<file path="src/rtl/reg_dump_reader_pkg.sv">
// reg_dump_reader_pkg: shared core widths and dump FSM state encoding.
package reg_dump_reader_pkg;
  localparam int DEF_DATA_W = 32;
  localparam int DEF_ADDR_W = 5;
  typedef enum logic [1:0] {ST_IDLE, ST_LOAD, ST_SEND, ST_DONE} dump_state_e;
endpackage

</file>
<file path="src/rtl/reg_dump_reader.sv">
// reg_dump_reader: streams a register-file index range out over a valid/ready port.
module reg_dump_reader
  import reg_dump_reader_pkg::*;
#(
  parameter int DATA_W = DEF_DATA_W,
  parameter int ADDR_W = DEF_ADDR_W
) (
  input  logic              clk,
  input  logic              rst_,
  input  logic              start,
  input  logic [ADDR_W-1:0] startReg,
  input  logic [ADDR_W-1:0] endReg,
  input  logic              abort,
  output logic [ADDR_W-1:0] rdReg,
  input  logic [DATA_W-1:0] rdData,
  output logic [DATA_W-1:0] outData,
  output logic [ADDR_W-1:0] outIndex,
  output logic              outValid,
  input  logic              outReady,
  output logic              busy,
  output logic              done
);
  dump_state_e       state_q;
  logic [ADDR_W-1:0] ptr_q, end_q, out_index_q;
  logic [DATA_W-1:0] out_data_q;
  logic              out_valid_q, busy_q, done_q;
  assign rdReg    = ptr_q;
  assign outData  = out_data_q;
  assign outIndex = out_index_q;
  assign outValid = out_valid_q;
  assign busy     = busy_q;
  assign done     = done_q;
  // Outputs are registered alongside the state so they decode the state being entered.
  always_ff @(posedge clk or negedge rst_) begin
    if (!rst_) begin
      state_q     <= ST_IDLE;
      ptr_q       <= '0;
      end_q       <= '0;
      out_data_q  <= '0;
      out_index_q <= '0;
      out_valid_q <= 1'b0;
      busy_q      <= 1'b0;
      done_q      <= 1'b0;
    end else begin
      case (state_q)
        ST_IDLE: if (start) begin
          ptr_q   <= startReg;
          end_q   <= endReg;
          busy_q  <= 1'b1;
          state_q <= ST_LOAD;
        end
        ST_LOAD: if (abort) begin
          done_q  <= 1'b1;
          state_q <= ST_DONE;
        end else begin
          out_data_q  <= rdData;
          out_index_q <= ptr_q;
          out_valid_q <= 1'b1;
          state_q     <= ST_SEND;
        end
        ST_SEND: if (abort || (outReady && ptr_q == end_q)) begin
          out_valid_q <= 1'b0;
          done_q      <= 1'b1;
          state_q     <= ST_DONE;
        end else if (outReady) begin
          out_valid_q <= 1'b0;
          ptr_q       <= ptr_q + 1'b1;
          state_q     <= ST_LOAD;
        end
        default: begin
          done_q  <= 1'b0;
          busy_q  <= 1'b0;
          state_q <= ST_IDLE;
        end
      endcase
    end
  end
endmodule

</file>
<file path="config.mk">
export PLATFORM = sky130hd
export DESIGN_NAME = reg_dump_reader
export DESIGN_NICKNAME = d
export VERILOG_FILES = /design/src/rtl/reg_dump_reader_pkg.sv /design/src/rtl/reg_dump_reader.sv
export SDC_FILE = /design/constraint.sdc
export NUM_CORES = 1
export LEC_CHECK = 0
export CORE_ASPECT_RATIO = 2
export CORE_UTILIZATION = 46
export DETAILED_ROUTE_END_ITERATION = 10
export PLACE_DENSITY = 0.85
export SYNTH_ARGS = -nofsm -noshare
export SYNTH_HDL_FRONTEND = slang
export SYNTH_SLANG_ARGS = --single-unit
</file>
<file path="constraint.sdc">
create_clock -name clk -period 3.1 [get_ports clk]
set_input_delay 0.31 -clock clk [delete_from_list [all_inputs] [get_ports clk]]
set_output_delay 0.31 -clock clk [all_outputs]
set_load 0.05 [all_outputs]
</file>
==> impl_metrics.py <==
metrics = {
    "sta": {
        "setup-tns-final_ns": 0,
        "relSlewSlack_pct": 46.5,
        "finClkSkew_ns": 0.00570,
        "hold_violations": 0,
        "tightestPinTransition_ns": 0.803,
        "rsz0062_at_grt": "false",
        "post-route-period-util_pct": 68.1,
        "max_freq_mhz": 474,
        "setup_viol": 0,
        "drv_slew": 0,
        "timing.final.crit_period_ns": 2.11,
    },
    "routing": {
        "wl_met3_um": 172,
        "wire_per_inst_um": 17.1,
        "viasPerCell": 5.34,
        "top_layer": "met4",
        "drc": 0,
        "firstDrtPassIters": 4,
        "drt_iter0_markers": 16,
        "num_vias": 1689,
        "wl_met1_mm": 1.82,
        "routed_wl_mm": 5.41,
        "drtAntennaViolNets": 0,
        "dr_wl_met2_mm": 3.24,
    },
    "clock_network": {
        "clkTransAtPathRegs_ns": 0.09,
        "cts_tree": "built",
        "cts_resized": 0,
        "cts_setup_buffers": 0,
        "clock_latency_ns": 0.29,
        "cts_sinks": 52,
        "cts_buffers": 5,
        "ctsRootBufferMaster": "clkbuf_8",
        "htreeDepth": 2,
        "cts.path.max_buffers": 2,
        "ctsHoldBuffers": 0,
    },
    "place": {
        "port_buffers": 91,
        "gp_congestion": 0.790,
        "dpl.hpwl_mm": 4.17,
        "placed_cells": 308,
    },
    "layout": {
        "nets": 312,
        "insertedDiodeCount": 0,
        "final_cell_mix": "90 x clkdlybuf4s50_1, 52 x dfrtp_1, 43 x mux2_2",
        "layout-drive-gt1-share_pct": 23.4,
        "final_cells": 316,
        "layout-area-overhead-vs-synth_pct": 47.0,
        "final_common_cell": "clkdlybuf4s50_1",
    },
    "synthesis": {
        "ys_ff_latch": 52,
        "avgSynthCellArea_um2": 13.7,
        "synth_nets": 217,
        "synthCells": 165,
        "ys.warnings.count": 0,
        "synth.yosys.seq_area_share_pct": 57.6,
        "synth.cell_area_mm2": 0.00226,
        "synth_cell_type_count": 33,
        "synthTopCellsByArea": "dfrtp_1 58%, mux2_2 21%, ha_1 2.8%, xnor2_1 1.9%, a31oi_1 1.4%",
        "yosysTopAreaCell": "dfrtp_1",
        "yosysTopAreaCellShare_pct": 57.6,
    },
    "setup_path": {
        "slowest_stage": "ha_1",
        "arrival_ns": 2.29,
        "critPathTopFamily": "compound AO/OA/AOI/OAI gates",
        "path_cells": "inv_1, ha_1, o211ai_1, nor2_1, a31oi_1, a311oi_1",
        "critPathLaunchType": "register",
        "reg2reg_to": "rdReg[3]",
        "rr_worst_depth": 6,
        "cp_max_fo": 13,
        "critPathCapture": "rdReg[3]",
        "cp.depth": 6,
        "path_buf_inv": 1,
        "r2r_setup_slack_ns": 0.99,
        "cp_slowest_stage_delay_ns": 0.45,
        "worstSetupStartpoint": "state_q[0]",
        "worstSetupPathType": "reg -> reg",
        "end_kind": "register",
        "r2r-start": "state_q[0]",
        "critPathRequiredTime_ns": 3.28,
    },
    "die": {
        "start_util_pct": 48.6,
        "core_mm2": 0.00464,
        "rows": 35,
        "die_area_mm2": 0.00521,
        "io_pins": 92,
        "die_height_um": 101,
        "fp.dieW_um": 51.5,
    },
    "grt": {
        "antenna_found_initial": 0,
        "grt_first_pass_wirelength_mm": 8.57,
        "grt_pass1_vias": 1765,
        "grt_usage_pct": 22.6,
        "grt_max_degree": 38,
        "overflow": 0,
    },
    "power_and_ir_drop": {
        "ir_drop_uv": 856,
        "p_leak_nw": 1.37,
        "power.density_mw_per_mm2": 1290,
    },
    "job": {
        "cap_viol_max_count": 0,
    },
    "min_path": {
        "min_path_type": "in -> async",
    },
    "run_status": {
        "status": "finished clean",
    },
}
## kinds of logic after synthesis
logic type               after synthesis  share of synthesized area, %
AO/OA/AOI/OAI                         22                          7.26
XOR/XNOR                               5                          1.94
adder cells (fa/ha/maj)                5                          2.77
buffers and inverters                  9                          2.00
flip-flops                            52                          57.6
multiplexers                          43                          21.5
AND/OR/NAND/NOR                       29                          6.93
## metrics by stage
| step | utilization (%) | setup slack (ns) | instance area (um^2) | total power [mW] | hold WS (ns) |
|---|---|---|---|---|---|
| CTS | 71.5 | 1.02 | 3320 | 4.33 | 0.111 |
| global placement | 69.5 | 0.899 | 3230 | 3.87 | 0.438 |
| floorplan | - | 1.14 | 2260 | 3.03 | 0.0144 |
| global route | 71.5 | 0.811 | 3320 | 4.51 | 0.156 |
| finish | 71.5 | 0.988 | 3320 | 4.30 | 0.101 |
| detailed placement | 69.5 | 0.869 | 3230 | 3.93 | 0.442 |
## layer usage
metal / GRT usage (%) / vias to the layer above
met5: 0 / -
met4: 11.4 / 0
met3: 3.92 / 12
met2: 42.1 / 66
met1: 23.0 / 833
li1: - / 778
## Yosys cell counts
cell / count
or2_1: 1
o221a_2: 1
nor3_1: 2
buf_2: 3
a21boi_0: 1
inv_1: 3
a31oi_1: 5
dfrtp_1: 52
nand2b_1: 2
mux2_2: 43
o22a_1: 2
o21ai_0: 4
a211oi_2: 1
or3_1: 1
buf_6: 1
a221o_1: 1
nand2_1: 5
nor2b_1: 3
a311oi_2: 1
or2_2: 2
a311oi_1: 1
xnor2_1: 5
nand4_1: 2
clkbuf_1: 2
o21bai_1: 1
and3_2: 1
o211ai_1: 1
a21oi_1: 3
nor2_1: 7
and4_4: 1
ha_1: 5
and2b_1: 1
and3_1: 1
## power breakdown
group / switching (mW) / internal [mW] / total (mW) / leakage, nW
Sequential: 0.235 / 1.03 / 1.26 / 0.611
Clock: 0.198 / 0.182 / 0.381 / 0.0455
Combinational: 1.61 / 1.04 / 2.65 / 0.709
## sequential cells by signal, indices dropped and copies added, names as in the netlist
register,cells
outData,32
end_q,5
outIndex,5
rdReg,5
state_q,2
busy,1
done,1
outValid,1
## cell type report
cell class              count  area (um^2)
clock buffers               8         90.1
fillers                   357         1320
inverters                   3         11.3
multi-input cells         104          918
flip-flops and latches     52         1300
well taps                  55         68.8
repair buffers             94          928
## how the worst min path moves through the flow
| stage | slack [ns] | start | to |
|---|---|---|---|
| after CTS | 0.11 | rst_ | outData[6] |
| after global routing | 0.16 | rst_ | outData[6] |
| after floorplan | 0.01 | rst_ | busy |
| after detailed placement | 0.44 | rst_ | outData[12] |
| after global placement | 0.44 | rst_ | outData[12] |
| final | 0.10 | rst_ | outData[6] |
Power figures use the tool's default switching activity.
